==> config.mk <==
export PLATFORM = sky130hd
export DESIGN_NAME = uart_tx_fsm
export DESIGN_NICKNAME = d
export VERILOG_FILES = /design/src/rtl/uart_pkg.sv /design/src/rtl/parity_calc.sv /design/src/rtl/uart_tx_fsm.sv
export SDC_FILE = /design/constraint.sdc
export NUM_CORES = 1
export LEC_CHECK = 0
export CAP_MARGIN = 20
export CORE_UTILIZATION = 34
export CTS_BUF_LIST = sky130_fd_sc_hd__clkbuf_4
export CTS_CLUSTER_DIAMETER = 200
export CTS_CLUSTER_SIZE = 25
export DETAILED_ROUTE_END_ITERATION = 8
export SLEW_MARGIN = 20
export SYNTH_ARGS = -nofsm -noshare
export SYNTH_HDL_FRONTEND = slang
export SYNTH_HIERARCHICAL = 1
export SYNTH_SLANG_ARGS = --single-unit
==> constraint.sdc <==
create_clock -name CLK -period 1.64 [get_ports CLK]
set_input_delay 0.328 -clock CLK [delete_from_list [all_inputs] [get_ports CLK]]
set_output_delay 0.328 -clock CLK [all_outputs]
set_load 0.01 [all_outputs]
==> src/rtl/uart_pkg.sv <==
// Shared UART definitions used by both the TX and RX paths.
package uart_pkg;

  localparam int unsigned DEF_DATA_WIDTH = 8;

  localparam logic PAR_EVEN = 1'b0;
  localparam logic PAR_ODD  = 1'b1;

  typedef enum logic [2:0] {
    IDLE   = 3'd0,
    START  = 3'd1,
    DATA   = 3'd2,
    PARITY = 3'd3,
    STOP   = 3'd4
  } uart_state_e;

endpackage : uart_pkg

==> src/rtl/parity_calc.sv <==
// Parity generator: XOR-reduce of the data word, inverted for odd parity.
module parity_calc
  import uart_pkg::*;
#(
  parameter int unsigned WIDTH = DEF_DATA_WIDTH
) (
  input  logic [WIDTH-1:0] data_i,
  input  logic             par_typ_i,
  output logic             par_bit_o
);

  // Even parity yields the reduction itself; odd parity flips it.
  always_comb begin
    par_bit_o = (^data_i) ^ (par_typ_i == PAR_ODD);
  end

endmodule : parity_calc

==> src/rtl/uart_tx_fsm.sv <==
// UART TX frame sequencer: start, LSB-first data, optional parity, stop.
module uart_tx_fsm
  import uart_pkg::*;
#(
  parameter int unsigned DATA_WIDTH = DEF_DATA_WIDTH
) (
  input  logic                  CLK,
  input  logic                  RST,
  input  logic [DATA_WIDTH-1:0] P_DATA,
  input  logic                  Data_Valid,
  input  logic                  PAR_EN,
  input  logic                  PAR_TYP,
  input  logic                  ser_data,
  output logic                  ser_en,
  output logic                  TX_OUT,
  output logic                  busy
);

  localparam int unsigned     CNT_W    = (DATA_WIDTH > 1) ? $clog2(DATA_WIDTH) : 1;
  localparam logic [CNT_W-1:0] LAST_BIT = CNT_W'(DATA_WIDTH - 1);

  uart_state_e      state_q, state_d;
  logic [CNT_W-1:0] bit_cnt_q, bit_cnt_d;
  logic             par_en_q, par_en_d;
  logic             par_bit_q, par_bit_d;
  logic             par_bit_c;
  logic             load_c;

  // PAR_TYP is folded into the parity bit at load time, so only the result is held.
  parity_calc #(
    .WIDTH (DATA_WIDTH)
  ) u_parity_calc (
    .data_i    (P_DATA),
    .par_typ_i (PAR_TYP),
    .par_bit_o (par_bit_c)
  );

  // A strobe is only honoured in IDLE; anything else is a tolerated protocol violation.
  always_comb begin
    load_c = (state_q == IDLE) && Data_Valid;
  end

  // State register.
  always_ff @(posedge CLK or posedge RST) begin
    if (RST) begin
      state_q <= IDLE;
    end else begin
      state_q <= state_d;
    end
  end

  // Next-state logic.
  always_comb begin
    state_d = state_q;
    unique case (state_q)
      IDLE:    if (Data_Valid) state_d = START;
      START:   state_d = DATA;
      DATA:    if (bit_cnt_q == LAST_BIT) state_d = par_en_q ? PARITY : STOP;
      PARITY:  state_d = STOP;
      STOP:    state_d = IDLE;
      default: state_d = IDLE;
    endcase
  end

  // Bit counter and per-frame parity settings.
  always_comb begin
    bit_cnt_d = bit_cnt_q;
    par_en_d  = par_en_q;
    par_bit_d = par_bit_q;
    if (load_c) begin
      par_en_d  = PAR_EN;
      par_bit_d = par_bit_c;
    end
    if (state_q == START) begin
      bit_cnt_d = '0;
    end else if (state_q == DATA) begin
      bit_cnt_d = bit_cnt_q + CNT_W'(1);
    end
  end

  // Datapath registers.
  always_ff @(posedge CLK or posedge RST) begin
    if (RST) begin
      bit_cnt_q <= '0;
      par_en_q  <= 1'b0;
      par_bit_q <= 1'b0;
    end else begin
      bit_cnt_q <= bit_cnt_d;
      par_en_q  <= par_en_d;
      par_bit_q <= par_bit_d;
    end
  end

  // Line mux and status decode straight from the state.
  always_comb begin
    TX_OUT = 1'b1;
    ser_en = 1'b0;
    busy   = 1'b1;
    unique case (state_q)
      IDLE:    busy = 1'b0;
      START:   TX_OUT = 1'b0;
      DATA: begin
        TX_OUT = ser_data;
        ser_en = 1'b1;
      end
      PARITY:  TX_OUT = par_bit_q;
      STOP:    TX_OUT = 1'b1;
      default: busy = 1'b0;
    endcase
  end

endmodule : uart_tx_fsm

Word level (Yosys, flattened, before mapping)
Cells that the tools add are included.
{ "word_totals": {"n_memories": 0, "mem_bits_rw": 0, "out_inout_bits": 3, "elab_cells": 28, "mem_bits_ro": 0, "latch_bits": 0, "inputBits": 14, "ff_bits": 8} }
{ "classes": {"n_shift": 0, "bitwise": 1, "eq_ne": 7, "div": 0, "n_lt_le_gt_ge": 0, "addsub": 1, "n_mux": 9, "multipliers": 0, "reduce_logical": 6} }
{ "op_table": {"columns": ["cell", "count"], "rows": [
  ["two-way mux 3 bit", 5],
  ["case mux 3 bit (4 select lines)", 1],
  ["XOR reduction 8 bit", 1],
  ["equality test 3 x 2 -> 1 bit, second input constant", 2],
  ["equality test 3 bit, second input constant", 2],
  ["inequality test 2 bit, second input constant", 2],
  ["OR reduction 4 bit", 1],
  ["adder 3 x 1 -> 3 bit, second input constant", 1],
  ["equality test 3 x 1 -> 1 bit, second input constant", 1],
  ["logical NOT 3 bit", 1],
  ["case mux 1 bit (3 select lines)", 1],
  ["two-way mux 1 bit", 2],
  ["AND reduction 2 bit", 1],
  ["nonzero test 2 bit", 1],
  ["logical AND 1 bit", 1],
  ["bitwise XOR 1 bit", 1]
]} }

Depth between registers and ports, before layout
Gate-level depths: netlist of the first run.
{ "logic_depth": {"ltp_word": 3, "mapped_depth": 4, "mapped_depth_nobuf": 4} }

By module
The synthesis of the first run kept the hierarchy.
{ "by_module_without_submodules": {"columns": ["mod", "seq_area_each_um2", "cells_per_inst", "instances", "area_each_um2"], "rows": [
  ["uart_tx_fsm", 200.2, 42, 1, 501.7],
  ["parity_calc", 0.0, 7, 1, 82.6]
]} }

Least setup slack after synthesis of the first run
No wires, ideal clock.
{ "synth_path": {"path_kind": "input to register", "from": "input port P_DATA[4]", "to": "register par_bit_q", "n_path_buf": 0, "path_slack_ps": 249, "t_arrival_ps": 1263, "required_time_ps": 1512, "cell_stages": 4, "setup_ps": 128, "cell_sequence": "xnor2_1 xnor3_1 xnor2_1 mux2_1"} }
{ "synth_via": {"elab_chain_cells": 2} }
{ "synth_rtl": {"columns": ["element", "line", "source"], "rows": [
  ["from (decl)", "uart_tx_fsm.sv:9", "input logic [DATA_WIDTH-1:0] P_DATA,"],
  ["XOR reduction 8 bit", "parity_calc.sv:14", "par_bit_o = (^data_i) ^ (par_typ_i == PAR_ODD);"],
  ["bitwise XOR 1 bit", "parity_calc.sv:14", null],
  ["net par_bit_c", "uart_tx_fsm.sv:26", "logic par_bit_c;"],
  ["to (signal assigned)", "uart_tx_fsm.sv:90", "par_bit_q <= par_bit_d;"],
  ["to (decl)", "uart_tx_fsm.sv:25", "logic par_bit_q, par_bit_d;"]
]} }
The timed path passes the listed nets, and every way through them passes these cells.
A chain may end at the register's enable or synchronous reset.

Worst setup path in the final report of the first run
{ "layout_path": {"from": "input port P_DATA[3]", "to": "register par_bit_q"} }
The elaborated chain is that of the path after synthesis.

==> out/metrics.csv, run 1 <==
metric;value;unit
outcome;finished, violations left;
violations;design-rule violations;
grt_max_degree;13;
p_int;0.692;mW
max_slew_margin;79.2;%
grtUsageTotal;13.1;%
wire_per_inst;12.2;um
area_delta_synth_final;33.2;%
end_kind;register;
mostFrequentLayoutCell;clkdlybuf4s50_1;
ff2ff_path_depth;3;
r2r-end;par_en_q;
die-area;1890;um2
syn_area_per_cell;11.9;um2
design_area;778;um2
whs;0.315;ns
gp_congestion;0.624;
core-area;1560;um2
power.switching;0.378;mW
stdcell_count;84;
start_util;37.5;%
cts_buffers;3;
place_area;753;um2
tightest_slew;0.312;ns
synth_area;584;um2
hold_path_class;in -> async;
io_pins;17;
finalCritPeriodShare;96.3;%
final_util;49.9;%
mostFrequentLayoutCells;11 x clkdlybuf4s50_1, 8 x dfrtp_1, 5 x xnor2_1;
ant_nets;0;
max-cap-violations;0;
vias;446;
port_buffers;16;
switching_share;35.3;%
rows;14;
cts_tree;done;
dp_slack;-0.257;ns
crit_type;in -> reg;
drc;7;
fin_nets;86;
dp_hpwl;758;um
crit_arrival;1.72;ns
post_cts_buffers;0;
synth_warnings;6;
post-route-worst-setup-slack;0.0604;ns
cts_root_buffer;clkbuf_4;
finClkSkew;0.00158;ns
startpoint;P_DATA[3];
postSynthCellCount;49;
clkLatencyLatePin;0.25;ns
slew_violations;0;
finalHoldViolations;0;
rsz0062_at_grt;no;
r2r_start;state_q[0];
final_layout_size_suffix_gt1_share;14.7;%
routed_wl;1030;um
fin_crit;1.58;ns
path_clk_slew;0.05;ns
synth.distinct_cells;25;
seqPwrFrac;32.5;%
grt_overflow_total;0;
dp_cells;81;
timing.fmax;0.633;GHz
fp.dieW;43.5;um
syn_nets;65;
drt_pass1_iterations;7;
ctsHoldBuffers;0;
ctsLongestPathBuffers;2;
die_h;43.5;um
cellLeakagePower;0.372;nW
antenna_cells;0;
ys_seq_area_share;34.3;%
clkPwrFrac;14.2;%
antenna_found_initial;0;
synth-seq-cells;8;
cp-start-kind;primary input;
worstPathMaxFanout;1;
grt_pass1_vias;449;
r2r_slack;0.24;ns
clkSinkCount;8;
required;1.78;ns
viasPerCell;5.31;
setup_viol;0;
p_per_area;1370;nW/um2
h-tree-depth;1;
grt_pass1_wl;1820;um
drt-initial-drc-count;8;
ir_drop;0.000669;V
combPwrFrac;53.3;%
-- registers in the layout (all words and copies together) (netlist names) --
name	cells
bit_cnt_q	3
par_bit_q	1
state_q	3
par_en_q	1
-- synthesized netlist by cell type --
library cell	count	area share, %
dfrtp_1	8	34
xnor2_1	5	7.5
nor3b_1	4	5.1
a211o_1	3	4.5
buf_6	3	5.8
ha_1	2	4.3
inv_1	2	1.3
mux2_1	2	3.9
nand2b_1	2	2.1
nand3_1	2	1.7
nor2b_1	2	2.1
a211oi_2	1	2.1
a21o_1	1	1.3
and4bb_1	1	2.1
nor2_1	1	0.64
nor4b_1	1	1.5
nor4b_4	1	4.1
nor4bb_1	1	1.7
o211ai_1	1	1.3
o21ba_2	1	1.7
o32ai_1	1	1.5
or2b_1	1	1.3
xnor2_2	1	2.8
xnor3_1	1	3.9
xor2_1	1	1.5
-- cell families after synthesis --
| family | share of synthesized area [%] |
|---|---|
| AND/OR/NAND/NOR | 22.5 |
| XOR/XNOR | 15.6 |
| buffers and inverters | 7.07 |
| multiplexers | 3.85 |
| adder cells (fa/ha/maj) | 4.28 |
| flip-flops | 34.3 |
| AO/OA/AOI/OAI | 12.4 |
-- repair_timing --
item	4_1_cts	5_1_grt
gates resized for setup	3	3
pin swaps	0	3
setup endpoints to repair	3	2
-- worst max-delay path by stage --
stage                     cells past startpoint  slack (ns)        end
after floorplan                               4        0.25  par_bit_q
after global placement                        5       -0.23  par_bit_q
after detailed placement                      5       -0.26  par_bit_q
after CTS                                     5       0.005  par_bit_q
after global routing                          3       0.003     TX_OUT
final                                         5        0.06  par_bit_q
-- per-layer routing --
| layer | share of wire [%] | wire, um | up-vias | global-route usage [%] |
|---|---|---|---|---|
| li1 | - | - | 217 | - |
| met1 | 45 | 462 | 210 | 14.6 |
| met2 | 47 | 478 | 14 | 22.1 |
| met3 | 5.8 | 59 | 5 | 2.50 |
| met4 | 2.4 | 25 | 0 | 9.38 |
| met5 | 0 | 0 | - | 0 |
-- power by group through the flow --
stage	clock network, mW	registers [mW]	logic (mW)
6_report	0.152	0.347	0.570
5_1_grt	0.164	0.362	0.636
4_1_cts	0.156	0.347	0.577
3_5_place_dp	0	0.351	0.611
3_3_place_gp	0	0.349	0.598
2_1_floorplan	0	0.354	0.431
-- cell type report --
class,count,area (um2)
timing repair buffer,19,185
inverter,2,7.51
tap,16,20.0
multi-input combinational,36,343
sequential,8,200
clock buffer,3,22.5
fill,147,781
-- per-stage QoR --
step | total power, mW | TNS (ns)
finish | 1.07 | 0
global route | 1.16 | 0
CTS | 1.08 | 0
detailed placement | 0.962 | -0.485
global placement | 0.947 | -0.460
floorplan | 0.785 | 0
-- critical path: stages --
cell and delay, ns:
clkdlybuf4s50_1 0.50, xnor2_2 0.13, xnor3_1 0.34, xnor2_1 0.13, mux2_1 0.29
Note: power is estimated with default switching activity, not from simulation.
==> run 2: changes to the inputs <==
Settings changed: TNS_END_PERCENT from default to 100.
==> results of run 2 <==
Final layout, timing and power as in run 1 (identical DEF).
==> run 3: changes to the inputs <==
Settings changed: TNS_END_PERCENT 100 to default.
==> results of run 3 <==
Final layout, timing and power as in run 1 (identical DEF).
